### config.mk
export PLATFORM = sky130hd
export DESIGN_NAME = video_writer_flat
export DESIGN_NICKNAME = d
export VERILOG_FILES = /design/src/rtl/video_pkg.sv /design/src/rtl/video_writer_if.sv /design/src/rtl/video_writer.sv /design/src/flat_wrapper.sv
export SDC_FILE = /design/constraint.sdc
export NUM_CORES = 1
export LEC_CHECK = 0
export BUFFER_PORTS_ARGS = -buffer_cell sky130_fd_sc_hd__buf_4
export CAP_MARGIN = 25
export CORE_ASPECT_RATIO = 1.2
export CORE_MARGIN = 5
export CORE_UTILIZATION = 47
export DETAILED_ROUTE_END_ITERATION = 12
export HOLD_SLACK_MARGIN = 0.15
export PLACE_DENSITY = 0.7
export RECOVER_POWER = 100
export SLEW_MARGIN = 20
export SYNTH_ARGS = -nofsm -noshare
export SYNTH_HDL_FRONTEND = slang
export SYNTH_SLANG_ARGS = --single-unit
### constraint.sdc
create_clock -name clk -period 3.36 [get_ports clk]
set_input_delay 0.504 -clock clk [delete_from_list [all_inputs] [get_ports clk]]
set_output_delay 0.504 -clock clk [all_outputs]
set_load 0.005 [all_outputs]
### src/rtl/video_pkg.sv
// Shared definitions for the video engine write initiator: table selects,
// default table depths, FSM state encoding and per-table write-data masking.
package video_pkg;

  // Engine table selects carried on w_param
  localparam logic [1:0] P_PALDEF  = 2'd0;
  localparam logic [1:0] P_TILEDEF = 2'd1;
  localparam logic [1:0] P_PALMAP  = 2'd2;
  localparam logic [1:0] P_TILEMAP = 2'd3;

  // Default engine table sizes
  localparam int PAL_DEPTH_DEF  = 16;
  localparam int TILE_WORDS_DEF = 256;
  localparam int MAP_DEPTH_DEF  = 1200;

  typedef enum logic [1:0] {
    IDLE   = 2'd0,
    FILL   = 2'd1,
    STREAM = 2'd2
  } state_e;

  // Each engine table only stores part of the 16-bit word; clear the unused
  // upper bits so the engine never sees stray data.
  function automatic logic [15:0] mask_val(input logic [1:0] param,
                                           input logic [15:0] v);
    logic [15:0] r;
    case (param)
      P_PALDEF:  r = {4'b0, v[11:0]};
      P_TILEDEF: r = v;
      P_PALMAP:  r = {8'b0, v[7:0]};
      P_TILEMAP: r = {10'b0, v[5:0]};
      default:   r = v;
    endcase
    return r;
  endfunction

endpackage

### src/rtl/video_writer_if.sv
// Command, stream-data, engine-write and status signals of video_writer.
// master: the writer itself; slave: CPU decode / data source / engine side.
interface video_writer_if;
  import video_pkg::*;

  // Command channel
  logic        cmd_valid;
  logic        cmd_ready;
  logic        cmd_op;
  logic [1:0]  cmd_param;
  logic [10:0] cmd_index;
  logic [10:0] cmd_count;
  logic [15:0] cmd_val;

  // Stream data channel
  logic        data_valid;
  logic        data_ready;
  logic [15:0] data_val;

  // Engine write port
  logic        wen;
  logic [1:0]  w_param;
  logic [10:0] w_index;
  logic [15:0] w_val;

  // Status
  logic        busy;
  logic        done;
  logic        err;

  modport master (
    input  cmd_valid, cmd_op, cmd_param, cmd_index, cmd_count, cmd_val,
    input  data_valid, data_val,
    output cmd_ready, data_ready,
    output wen, w_param, w_index, w_val,
    output busy, done, err
  );

  modport slave (
    output cmd_valid, cmd_op, cmd_param, cmd_index, cmd_count, cmd_val,
    output data_valid, data_val,
    input  cmd_ready, data_ready,
    input  wen, w_param, w_index, w_val,
    input  busy, done, err
  );

endinterface

### src/rtl/video_writer.sv
// Command-driven write initiator for the tile/palette video engine.
// Accepts fill/stream block commands, range-checks them against the table
// sizes and issues one registered engine write per cycle.
module video_writer
  import video_pkg::*;
#(
  parameter int PAL_DEPTH  = PAL_DEPTH_DEF,
  parameter int TILE_WORDS = TILE_WORDS_DEF,
  parameter int MAP_DEPTH  = MAP_DEPTH_DEF
) (
  input  logic           clk,
  input  logic           resetn,
  video_writer_if.master bus
);

  // Table size for a given table select, widened to the 12-bit check width.
  function automatic logic [11:0] limit_of(input logic [1:0] p);
    logic [11:0] r;
    case (p)
      P_PALDEF:  r = 12'(PAL_DEPTH);
      P_TILEDEF: r = 12'(TILE_WORDS);
      default:   r = 12'(MAP_DEPTH);
    endcase
    return r;
  endfunction

  state_e      state_q, state_d;
  logic [10:0] rem_q, rem_d;
  logic [10:0] idx_q, idx_d;
  logic [1:0]  param_q, param_d;
  logic [15:0] val_q, val_d;

  logic        wen_q, wen_d;
  logic [1:0]  wparam_q, wparam_d;
  logic [10:0] windex_q, windex_d;
  logic [15:0] wval_q, wval_d;
  logic        done_q, done_d;
  logic        err_q, err_d;

  logic [11:0] cmd_end;
  logic [11:0] cmd_limit;
  logic        cmd_ready_w;
  logic        data_ready_w;
  logic        data_fire;

  // The sum is taken at 12 bits so index+count can never wrap past the limit.
  assign cmd_end      = {1'b0, bus.cmd_index} + {1'b0, bus.cmd_count};
  assign cmd_limit    = limit_of(bus.cmd_param);
  assign cmd_ready_w  = (state_q == IDLE) && resetn;
  assign data_ready_w = (state_q == STREAM) && (rem_q != 11'd0);
  assign data_fire    = bus.data_valid && data_ready_w;

  // Next-state, counter and engine-write decode.
  always_comb begin
    state_d  = state_q;
    rem_d    = rem_q;
    idx_d    = idx_q;
    param_d  = param_q;
    val_d    = val_q;
    wen_d    = 1'b0;
    wparam_d = wparam_q;
    windex_d = windex_q;
    wval_d   = wval_q;
    done_d   = 1'b0;
    err_d    = 1'b0;

    case (state_q)
      IDLE: begin
        if (bus.cmd_valid && cmd_ready_w) begin
          if (cmd_end > cmd_limit) begin
            err_d = 1'b1;
          end else if (bus.cmd_count == 11'd0) begin
            done_d = 1'b1;
          end else begin
            param_d = bus.cmd_param;
            val_d   = mask_val(bus.cmd_param, bus.cmd_val);
            if (!bus.cmd_op) begin
              // Fill issues its first write on the acceptance edge so that
              // back-to-back commands run without bubbles.
              wen_d    = 1'b1;
              wparam_d = bus.cmd_param;
              windex_d = bus.cmd_index;
              wval_d   = mask_val(bus.cmd_param, bus.cmd_val);
              idx_d    = bus.cmd_index + 11'd1;
              rem_d    = bus.cmd_count - 11'd1;
              if (bus.cmd_count == 11'd1) begin
                done_d = 1'b1;
              end else begin
                state_d = FILL;
              end
            end else begin
              idx_d   = bus.cmd_index;
              rem_d   = bus.cmd_count;
              state_d = STREAM;
            end
          end
        end
      end

      FILL: begin
        wen_d    = 1'b1;
        wparam_d = param_q;
        windex_d = idx_q;
        wval_d   = val_q;
        idx_d    = idx_q + 11'd1;
        rem_d    = rem_q - 11'd1;
        if (rem_q == 11'd1) begin
          state_d = IDLE;
          done_d  = 1'b1;
        end
      end

      STREAM: begin
        if (data_fire) begin
          wen_d    = 1'b1;
          wparam_d = param_q;
          windex_d = idx_q;
          wval_d   = mask_val(param_q, bus.data_val);
          idx_d    = idx_q + 11'd1;
          rem_d    = rem_q - 11'd1;
          if (rem_q == 11'd1) begin
            state_d = IDLE;
            done_d  = 1'b1;
          end
        end
      end

      default: state_d = IDLE;
    endcase
  end

  // FSM state and command counters; reset abandons any command in flight.
  always_ff @(posedge clk or negedge resetn) begin
    if (!resetn) begin
      state_q <= IDLE;
      rem_q   <= '0;
      idx_q   <= '0;
      param_q <= '0;
      val_q   <= '0;
    end else begin
      state_q <= state_d;
      rem_q   <= rem_d;
      idx_q   <= idx_d;
      param_q <= param_d;
      val_q   <= val_d;
    end
  end

  // Registered engine write port and status pulses.
  always_ff @(posedge clk or negedge resetn) begin
    if (!resetn) begin
      wen_q    <= 1'b0;
      wparam_q <= '0;
      windex_q <= '0;
      wval_q   <= '0;
      done_q   <= 1'b0;
      err_q    <= 1'b0;
    end else begin
      wen_q    <= wen_d;
      wparam_q <= wparam_d;
      windex_q <= windex_d;
      wval_q   <= wval_d;
      done_q   <= done_d;
      err_q    <= err_d;
    end
  end

  assign bus.cmd_ready  = cmd_ready_w;
  assign bus.data_ready = data_ready_w;
  assign bus.wen        = wen_q;
  assign bus.w_param    = wparam_q;
  assign bus.w_index    = windex_q;
  assign bus.w_val      = wval_q;
  assign bus.busy       = (state_q != IDLE);
  assign bus.done       = done_q;
  assign bus.err        = err_q;

endmodule

### src/flat_wrapper.sv
// flat-port wrapper written by rule: the top's interface ports become plain ports
module video_writer_flat import video_pkg::*;
#(
  parameter int PAL_DEPTH  = PAL_DEPTH_DEF,
  parameter int TILE_WORDS = TILE_WORDS_DEF,
  parameter int MAP_DEPTH  = MAP_DEPTH_DEF
)
  (clk, resetn, bus_cmd_valid, bus_cmd_op, bus_cmd_param, bus_cmd_index, bus_cmd_count, bus_cmd_val, bus_data_valid, bus_data_val, bus_cmd_ready, bus_data_ready, bus_wen, bus_w_param, bus_w_index, bus_w_val, bus_busy, bus_done, bus_err);
  video_writer_if bus_i ();
  input  logic clk;
  input  logic resetn;
  input wire logic [$bits(bus_i.cmd_valid)-1:0] bus_cmd_valid;
  input wire logic [$bits(bus_i.cmd_op)-1:0] bus_cmd_op;
  input wire logic [$bits(bus_i.cmd_param)-1:0] bus_cmd_param;
  input wire logic [$bits(bus_i.cmd_index)-1:0] bus_cmd_index;
  input wire logic [$bits(bus_i.cmd_count)-1:0] bus_cmd_count;
  input wire logic [$bits(bus_i.cmd_val)-1:0] bus_cmd_val;
  input wire logic [$bits(bus_i.data_valid)-1:0] bus_data_valid;
  input wire logic [$bits(bus_i.data_val)-1:0] bus_data_val;
  output wire logic [$bits(bus_i.cmd_ready)-1:0] bus_cmd_ready;
  output wire logic [$bits(bus_i.data_ready)-1:0] bus_data_ready;
  output wire logic [$bits(bus_i.wen)-1:0] bus_wen;
  output wire logic [$bits(bus_i.w_param)-1:0] bus_w_param;
  output wire logic [$bits(bus_i.w_index)-1:0] bus_w_index;
  output wire logic [$bits(bus_i.w_val)-1:0] bus_w_val;
  output wire logic [$bits(bus_i.busy)-1:0] bus_busy;
  output wire logic [$bits(bus_i.done)-1:0] bus_done;
  output wire logic [$bits(bus_i.err)-1:0] bus_err;
  assign bus_i.cmd_valid = bus_cmd_valid;
  assign bus_i.cmd_op = bus_cmd_op;
  assign bus_i.cmd_param = bus_cmd_param;
  assign bus_i.cmd_index = bus_cmd_index;
  assign bus_i.cmd_count = bus_cmd_count;
  assign bus_i.cmd_val = bus_cmd_val;
  assign bus_i.data_valid = bus_data_valid;
  assign bus_i.data_val = bus_data_val;
  assign bus_cmd_ready = bus_i.cmd_ready;
  assign bus_data_ready = bus_i.data_ready;
  assign bus_wen = bus_i.wen;
  assign bus_w_param = bus_i.w_param;
  assign bus_w_index = bus_i.w_index;
  assign bus_w_val = bus_i.w_val;
  assign bus_busy = bus_i.busy;
  assign bus_done = bus_i.done;
  assign bus_err = bus_i.err;
  video_writer #(.PAL_DEPTH(PAL_DEPTH), .TILE_WORDS(TILE_WORDS), .MAP_DEPTH(MAP_DEPTH)) u_core (.clk(clk), .resetn(resetn), .bus(bus_i));
endmodule
==> results of run 1 <==
-- worst register-to-register path: stages (launching register included) --
cell and delay (ns):
dfrtp_1 0.41, inv_1 0.12, ha_2 0.18, and2_0 0.21
nand2_1 0.18, a21oi_1 0.78, nand3_1 0.28, o31a_1 0.32
o21ai_2 0.10, buf_6 0.22, buf_4 0.14, mux2_4 0.28
-- path summary, 6_finish.rpt --
path                                         endpoint  slack [ns]
worst max register to register        u_core.idx_q[1]        0.02
worst max-delay path                  u_core.idx_q[1]       -0.45
worst min-delay path                  u_core.val_q[0]        0.41
worst min register to register   u_core.bus.w_val[12]        0.51
max in group asynchronous             u_core.rem_q[9]        0.62
min in group asynchronous       u_core.bus.w_index[1]        0.89
-- cell usage after synthesis (3+ instances only) --
library cell	number	area, µm²
a22oi_1	6	45.0
xor2_1	9	78.8
nor2b_1	4	25.0
or2_2	4	25.0
clkbuf_1	15	56.3
nor4_1	5	31.3
and3_1	8	50.1
a221oi_1	4	35.0
a21oi_1	20	100
dfrtp_1	74	1850
mux2_4	10	150
and2_1	6	37.5
ha_1	26	325
nand4_1	15	93.8
buf_6	3	33.8
xnor2_1	11	96.3
buf_1	3	11.3
buf_2	4	20.0
a22o_1	6	52.6
mux2_2	40	450
nand2b_1	3	18.8
nor3_1	18	90.1
o21ai_0	30	150
o2111ai_1	5	43.8
inv_1	36	135
or3_1	11	68.8
o211ai_1	9	67.6
nand2_1	48	180
nor2_1	40	150
a211oi_1	3	22.5
a21o_1	6	45.0
a31oi_1	3	18.8
nand3_1	18	90.1
mux2i_1	13	130
-- layout by cell type (no fill, tap or decap), drive strengths merged, types with 4 or more instances in the layout --
master / synthesis / layout
a21oi: 20 / 20
nor2: 40 / 40
o2111ai: 5 / 5
clkbuf: 15 / 49
xor2: 9 / 9
or2: 4 / 4
and2: 6 / 6
nand2: 49 / 50
buf: 10 / 120
a22o: 6 / 6
nand3: 18 / 18
or3: 11 / 11
mux2: 50 / 50
xnor2: 11 / 11
nor3: 18 / 18
inv: 36 / 36
nor4: 5 / 5
mux2i: 13 / 13
dfrtp: 74 / 74
nor2b: 4 / 4
ha: 26 / 26
and3: 8 / 8
a22oi: 6 / 6
a221oi: 5 / 5
o21ai: 32 / 32
a21o: 6 / 6
o211ai: 9 / 9
nand4: 15 / 15
-- state kept, by name (all words and copies together) (netlist names) --
name                flops
u_core.idx_q           11
u_core.param_q          2
u_core.bus.wen          1
u_core.state_q          2
u_core.val_q           16
u_core.bus.w_index     11
u_core.bus.err          1
u_core.rem_q           11
u_core.bus.w_param      2
u_core.bus.w_val       16
u_core.bus.done         1
-- through the flow --
stage                     instances  hold WS (ns)  worst slack [ns]  setup TNS (ns)
after floorplan                 554         0.208            -0.638          -37.67
after global placement          803         0.467            -0.826          -55.93
after detailed placement        803         0.487            -0.943          -62.57
after CTS                       828         0.404            -0.448          -27.92
after global routing            832         0.407            -0.631          -41.43
final                           832         0.412            -0.447          -28.01
-- area by class of cell --
cell class / instances / area (µm²) / share of cell area [%]
Tap cell: 129 / 161 / 2.27
Sequential cell: 74 / 1850 / 26.0
Clock inverter: 4 / 72.6 / 1.02
Clock buffer: 12 / 267 / 3.75
Timing Repair Buffer: 157 / 1340 / 18.8
Multi-Input combinational cell: 418 / 3280 / 46.1
Inverter: 38 / 143 / 2.01
-- layer usage --
metal	GRT usage (%)	routed length (µm)	up-vias
met2	40.3	7560	183
met1	27.7	6360	2355
li1	-	-	2308
met4	9.27	533	0
met3	4.67	887	39
met5	0	0	-
-- power by group through the flow --
stage,sequential (µW),combinational (µW),clock (µW)
floorplan,908,161,0
global placement,907,341,0
detailed placement,907,349,0
CTS,891,387,1110
global route,891,441,1150
finish,891,404,1090
-- repair_timing --
item,CTS,global route
setup buffers,7,2
pin swaps,10,3
hold buffers,0,0
cloned,3,1
gates resized for setup,57,6
setup endpoints to repair,74,74
-- cells by family (layout without fill, tap and decap cells) --
logic type	count (synthesis)	after routing	share of synthesized area, %
AND/OR/NAND/NOR	187	188	17.9
AO/OA/AOI/OAI	120	120	16.5
flip-flops	74	74	36.1
multiplexers	63	63	14.2
buffers and inverters	63	211	5.14
adder cells (fa/ha/maj)	27	27	6.73
XOR/XNOR	20	20	3.41
==> impl_results.md, run 1 <==
* Dpl hpwl at 10.8 mm
* Number of synthesized flops with an enable pin at 0
* MaxCap Viol Count at 1
* Clock power frac at 45.8%
* Net Count, Synth at 642
* FFs w/ async S/R, synth at 100%
* Critical path origin: bus_cmd_count[0]
* DR vias at 4885
* Initial Utilization at 48.3%
* CP arrival at 4.03 ns
* Final hold vios at 0
* Drt wl/cell at 18.4 µm
* GRT overflow at 0
* Violated checks: max-capacitance violations, max-slew violations, negative setup slack
* Gp weighted congestion at 0.868
* Row cnt at 41
* Worst-path maximum fanout at 9
* Root Buffer: clkbuf_16
* Fillers at 861
* Logic pwr share at 16.9%
* Leakage at 0.00344 µW
* Psw at 593 µW
* Hold Crit Class: in2reg
* RSZ-0062 raised after global routing: true
* Worst-path cell chain: buf_8 > ha_4 > inv_2 > fa_2 > nor2b_4 > o31a_1 > o311a_1 > o21ai_1 > nand2b_1 > a21o_1 > a21oi_2 > xnor2_1 > ha_1 > or2_2 > a211oi_4 > o32ai_4 > o21ai_2 > buf_6 > buf_4 > mux2_4
* Reg2Reg Depth at 11
* Routed WL at 15.3 mm
* Yosys Warn Count at 0
* Distinct cells, synth at 61
* Worst vdd ir at 0.230 mV
* Number of stages on the worst setup path at 20
* Finished layout cell area at 7110 µm²
* Critical path type: in2reg
* Hold path startpoint: bus_cmd_val[0]
* Worst setup margin at -0.447 ns
* Worst skew pair latency at 0.34 ns
* DR pass1 iterations at 5
* Core Box Area at 10600 µm²
* Worst Setup Start Kind: input port
* H-tree levels at 3
* Share of layout cells above drive strength 1 at 35.6%
* CP max-delay cell: o311a_1
* Critical Path RT at 3.58 ns
* Tmin final at 3.81 ns
* Pint at 1800 µW
* # diodes at 0
* Outcome: finished, violations left
* Tot Pwr at 2390 µW
* GRT Overall Usage at 23.2%
* I/O Buffers at 95
* Sw Ratio at 24.8%
* Register share of total power at 37.3%
* Die area at 13100 µm²
* Hold Path Depth at 2
* Final core occ at 67.0%
* Initial antenna violation count at 0
* Area delta synth->final at 38.6%
* Placed cell area at 6350 µm²
* Largest net degree at the start of global routing at 75
* Vias per inst at 5.87
* Bufs and invs on worst path at 4
* Max incr delay on CP at 0.35 ns
* Worst Tran Pin Value at 1.96 ns
* Period utilization at 113%
* CTS tree: done
* Total CTS buffers at 9
* Vias in the first global route at 5051
* Final setup violating endpoints at 74
* Nets at 786
* Die Height at 124 µm
* CTS clock-pin slew for the worst setup and hold paths at 0.06 ns
* Synth Flop Type: dfrtp_1
* First-pass GRT wire length at 24.8 mm
* CTS Buffer Depth at 2
* # DRC at 0
* I/O pins at 96
* Largest delay contributor family on the critical path: compound AO/OA/AOI/OAI gates
* Sequential area share after synthesis at 36.1%
* Slew Limit Fails at 36
* Final ANT Viol Nets at 0
* Cells after synthesis at 554
* Worst r2r src: u_core.state_q[0]
* Maximum clock rate at 263 MHz
* Die Span X at 105 µm
* Fin Clk Skew at 0.00543 ns
* Yosys reg bits at 74
* Cell Area, Synth at 5130 µm²
* Pwr dens at 336 nW/µm²
* CTS sink cnt at 74
* Setup crit end kind: flop
* Relative slew slack at -30.4%
* Post-Syn Area per Cell at 9.26 µm²
* First DRT Iteration DRCs at 233
No activity file was read; power rests on OpenSTA's default activity.
==> run 2: changes to the inputs <==
CORE_ASPECT_RATIO = 0.9   (was 1.2)
==> run 2 against run 1 <==
Net effect:
- the run ends with negative setup slack left
- fmax grew 0.31%
- clock power is 11% lower
- die area is essentially flat
- worst setup slack better by 0.012 ns
- sequential share of layout area rose by 0.33 points
- via count decreased by 0.59%
- count of clock-buffer cells in the layout unchanged
- clock skew rose by 0.0019 ns
- total power fell by 4.3%
- critical path type unchanged
- highest routed layer unchanged
==> impl_results.md, run 2 (same netlist as run 1, synthesis figures left out) <==
* CTS Buffer Depth at 2
* DR pass1 iterations at 5
* Tmin final at 3.80 ns
* I/O Buffers at 95
* Worst skew pair latency at 0.34 ns
* Row cnt at 36
* Critical path type: in2reg
* GRT overflow at 0
* Worst vdd ir at 0.266 mV
* Hold Crit Class: in2reg
* Period utilization at 113%
* CTS clock-pin slew for the worst setup and hold paths at 0.06 ns
* Fin Setup TNS at -26.83 ns
* Bufs and invs on worst path at 4
* CTS sink cnt at 74
* Worst Tran Pin Value at 1.31 ns
* Vias per inst at 5.80
* Die Height at 109 µm
* I/O pins at 96
* Worst-path cell chain: buf_8 > ha_4 > inv_2 > fa_2 > nor2b_4 > o31a_1 > o311a_1 > o21ai_1 > nand2b_1 > a21o_1 > a21oi_2 > xnor2_1 > ha_1 > nand2_1 > a211o_1 > buf_6 > o31a_1 > o21ai_4 > o21ai_4 > clkbuf_16 > mux2_4
* DR vias at 4856
* Die Span X at 120 µm
* Outcome: finished, violations left
* Worst setup margin at -0.435 ns
* Relative slew slack at 12.7%
* Die area at 13100 µm²
* H-tree levels at 3
* Nets at 789
* # DRC at 0
* Final ANT Viol Nets at 0
* CTS Hold Buffers Added at 0
* Largest net degree at the start of global routing at 53
* Initial antenna violation count at 0
* Share of layout cells above drive strength 1 at 36.1%
* Tot Pwr at 2290 µW
* First-pass GRT wire length at 23.4 mm
* Final setup violating endpoints at 74
* CTS tree: done
* Area delta synth->final at 36.8%
* Hold_ws at 0.413 ns
* Final hold vios at 0
* CP arrival at 4.01 ns
* Violated checks: negative setup slack
* Dpl hpwl at 10.5 mm
* First DRT Iteration DRCs at 404
* Gp weighted congestion at 0.901
* # diodes at 0
* MaxCap Viol Count at 0
* Drt wl/cell at 17.7 µm
* Total CTS buffers at 9
* Most common cell after layout, fill and taps aside: buf_4
* GRT Overall Usage at 22.0%
* Root Buffer: clkbuf_16
* Leakage at 0.00341 µW
* Fin Clk Skew at 0.00734 ns
* Vias in the first global route at 4817
* Slew Limit Fails at 0
* Largest delay contributor family on the critical path: compound AO/OA/AOI/OAI gates
* Critical Path RT at 3.58 ns
* RSZ-0062 raised after global routing: true
* Worst-path maximum fanout at 6
* Worst Setup Start Kind: input port
* Max incr delay on CP at 0.31 ns
* Maximum clock rate at 264 MHz
* Setup crit end kind: flop
* CP max-delay cell: o311a_1
* Pwr dens at 326 nW/µm²
* Initial Utilization at 47.7%
* Core Box Area at 10800 µm²
* Most frequent cells in the layout: buf_4, dfrtp_1, nand2_1
* Routed WL at 14.8 mm
==> run 2: changes by cell type in the layout (fill, tap and decap cells not counted), moves of 2 or more <==
cell,change
or2_4,+2
nand2_8,-2
mux2_2,+24
buf_6,+3
nand2_4,+3
buf_16,-2
buf_4,+2
o21ai_0,-2
or2_2,-2
nor2_1,-2
mux2_4,-24
==> run 2: worst reg2reg max path, cell delays in order, from the launching register on <==
cell and delay, ns:
dfrtp_1 0.42, inv_1 0.17, ha_2 0.22, and2_0 0.24, nand2_1 0.21, a21oi_1 0.47
nand3_1 0.26, o31a_1 0.37, o21ai_4 0.10, o21ai_4 0.13, clkbuf_16 0.19, mux2_4 0.30
==> run 2: layout make-up <==
type	instances	area [µm²]
Clock buffer	12	256
Clock inverter	2	37.5
Fill cell	849	3740
Inverter	38	143
Multi-Input combinational cell	418	3210
Sequential cell	74	1850
Tap cell	133	166
Timing Repair Buffer	160	1360
==> run 2: power breakdown <==
group	internal, µW	switching, µW	total (µW)
clock network	607	360	968
logic	216	211	427
registers	892	0	892
total	1710	571	2290
==> run 2: worst paths after layout <==
check	start	endpoint	slack (ns)	cells past startpoint
min	bus_cmd_val[2]	u_core.val_q[2]	0.41	2
max in group asynchronous	resetn	u_core.val_q[2]	0.86	3
max	bus_cmd_index[0]	u_core.bus.w_val[7]	-0.44	21
min reg2reg	u_core.idx_q[10]	u_core.idx_q[10]	0.48	1
max reg2reg	u_core.state_q[0]	u_core.bus.w_val[7]	0.18	11
min in group asynchronous	resetn	u_core.bus.w_val[11]	0.58	2
==> run 2: per-stage QoR <==
| step | instances | utilization, % | worst slack (ns) | instance area, µm² |
|---|---|---|---|---|
| after global routing | 837 | 65.2 | -0.573 | 7020 |
| after detailed placement | 809 | 59.1 | -0.921 | 6360 |
| after floorplan | 554 | - | -0.638 | 5170 |
| after global placement | 809 | 59.1 | -0.819 | 6360 |
| after CTS | 832 | 63.7 | -0.431 | 6860 |
| final | 837 | 65.2 | -0.435 | 7020 |
==> run 2: per-layer routing <==
layer	GRT usage (%)	wire length [µm]
met5	0	0
met4	7.85	397
met3	3.99	694
met2	38.9	7590
met1	27.2	6170
==> run 2: repair_timing <==
item | CTS | global route
gates resized for setup | 21 | 32
buffers inserted | 7 | 6
pin swaps | 16 | 8
endpoints found under the setup margin | 74 | 74
cloned | 3 | 1
==> run 3: changes to the inputs <==
PLACE_DENSITY = 0.73   (was 0.7)
clock period = 3.26 ns   (was 3.36 ns; I/O delays follow)
==> run 3 against run 2 <==
Net effect:
- the run still ends with negative setup slack left
- via count is 1.1% higher
- cell count is 1.3% higher
- largest power group is now registers
- utilization is 0.77 points higher
- total power is 2.3% lower
- highest routed layer unchanged
- worst hold slack worse by 0.014 ns
- clock skew hardly changed
- register-to-register slack better by 0.43 ns
- global-route usage is 2.2 points higher
==> impl_results.md, run 3 (same netlist as run 1, synthesis figures left out) <==
* Relative slew slack at 12.9%
* CTS tree: done
* Root Buffer: clkbuf_16
* First-pass GRT wire length at 25.2 mm
* Die area at 13100 µm²
* # DRC at 0
* Maximum clock rate at 263 MHz
* Share of layout cells above drive strength 1 at 37.1%
* Hold Crit Class: in2reg
* DR pass1 iterations at 5
* Die Span X at 120 µm
* Largest net degree at the start of global routing at 75
* Worst-path maximum fanout at 7
* Area delta synth->final at 38.4%
* CP max-delay cell: o311a_1
* RSZ-0062 raised after global routing: true
* Logic pwr share at 19.7%
* Pint at 1640 µW
* Max incr delay on CP at 0.31 ns
* Critical path type: in2reg
* First DRT Iteration DRCs at 416
* CTS clock-pin slew for the worst setup and hold paths at 0.05 ns
* CP arrival at 4.05 ns
* Psw at 595 µW
* Clock power frac at 39.1%
* DR vias at 4911
* Nets at 801
* # diodes at 0
* Final setup violating endpoints at 74
* Dpl hpwl at 11.3 mm
* Fin Clk Skew at 0.00759 ns
* Most common cell after layout, fill and taps aside: buf_4
* Period utilization at 117%
* I/O pins at 96
* Critical Path RT at 3.51 ns
* WL met3 at 758 µm
* Tmin final at 3.80 ns
* Worst setup margin at -0.541 ns
* Pwr dens at 314 nW/µm²
* Final ANT Viol Nets at 0
* M1 WL at 6.78 mm
* GRT overflow at 0
* Die Height at 109 µm
* H-tree levels at 3
* Worst Setup Start Kind: input port
* Highest routed layer: met4
* Final hold vios at 0
* Vias in the first global route at 5122
* Outcome: finished, violations left
* Worst vdd ir at 0.319 mV
* Worst Tran Pin Value at 1.31 ns
* Worst-path cell chain: buf_8 > ha_4 > inv_2 > fa_2 > nor2b_4 > o31a_1 > o311a_1 > o21ai_1 > nand2b_1 > a21o_1 > a21oi_2 > xnor2_1 > ha_1 > nand2_1 > a211o_1 > o32ai_4 > buf_4 > buf_6 > nand2_8 > nand2_8 > buf_6 > mux2i_1
* Core Box Area at 10800 µm²
* Tot Pwr at 2230 µW
* I/O Buffers at 95
* Gp weighted congestion at 0.850
* Initial Utilization at 47.7%
* Final core occ at 66.0%
* CTS Buffer Depth at 2
* Register share of total power at 41.1%
* Violated checks: negative setup slack
* Fin Setup TNS at -35.25 ns
* Sw Ratio at 26.6%
* DR WL met2 at 7.92 mm
* Worst skew pair latency at 0.34 ns
* CTS sink cnt at 74
* Slew Limit Fails at 0
* Vias per inst at 5.79
* Leakage at 0.00343 µW
* Total CTS buffers at 9
* Most frequent cells in the layout: buf_4, dfrtp_1, nand2_1
* Initial antenna violation count at 0
* Row cnt at 36
* GRT Overall Usage at 24.3%
* Routed WL at 15.8 mm
* MaxCap Viol Count at 0
* Post-place setup slack at -1.04 ns
* Drt wl/cell at 18.6 µm
* Hold_ws at 0.399 ns
* Largest delay contributor family on the critical path: compound AO/OA/AOI/OAI gates
* Setup crit end kind: flop
* Bufs and invs on worst path at 5
## run 3: cell type report
cell class                 count  area, µm²
multi-input combinational    418       3300
tap                          133        166
clock inverter                 3       20.0
clock buffer                  10        229
sequential                    74       1850
fill                         820       3660
timing repair buffer         172       1390
inverter                      38        143
## run 3: worst paths after layout
check | slack [ns] | cells past startpoint | start | to
max | -0.54 | 22 | bus_cmd_index[0] | u_core.val_q[8]
min | 0.40 | 2 | bus_cmd_val[3] | u_core.val_q[3]
max reg2reg | 0.61 | 9 | u_core.rem_q[3] | u_core.bus.w_index[5]
min reg2reg | 0.49 | 1 | u_core.idx_q[10] | u_core.idx_q[10]
max in group asynchronous | 0.53 | 4 | resetn | u_core.idx_q[5]
min in group asynchronous | 0.92 | 3 | resetn | u_core.bus.w_val[4]
## run 3: timing repair
action | CTS | global route
hold buffers | 0 | 1
pin swaps | 20 | 6
setup buffers | 5 | 5
endpoints found under the hold margin | 0 | 16
endpoints found under the setup margin | 74 | 74
gates resized for setup | 64 | 10
gates cloned | 2 | 0
## run 3: routing by layer
metal	up-vias	global-route usage [%]
li1	2330	-
met1	2413	30.5
met2	136	41.9
met3	32	5.91
met4	0	7.03
met5	-	0
## run 3: metrics by stage
step / instances / area (µm²)
2_1_floorplan: 554 / 5170
3_5_place_dp: 822 / 6470
4_1_cts: 841 / 7030
5_1_grt: 848 / 7100
6_report: 848 / 7100
3_3_place_gp: 822 / 6470
## run 3: power by group through the flow
| stage | sequential (µW) | clock, µW | combinational, µW |
|---|---|---|---|
| 2_1_floorplan | 936 | 0 | 166 |
| 3_3_place_gp | 935 | 0 | 360 |
| 3_5_place_dp | 935 | 0 | 368 |
| 4_1_cts | 919 | 883 | 412 |
| 5_1_grt | 918 | 924 | 479 |
| 6_report | 919 | 874 | 441 |
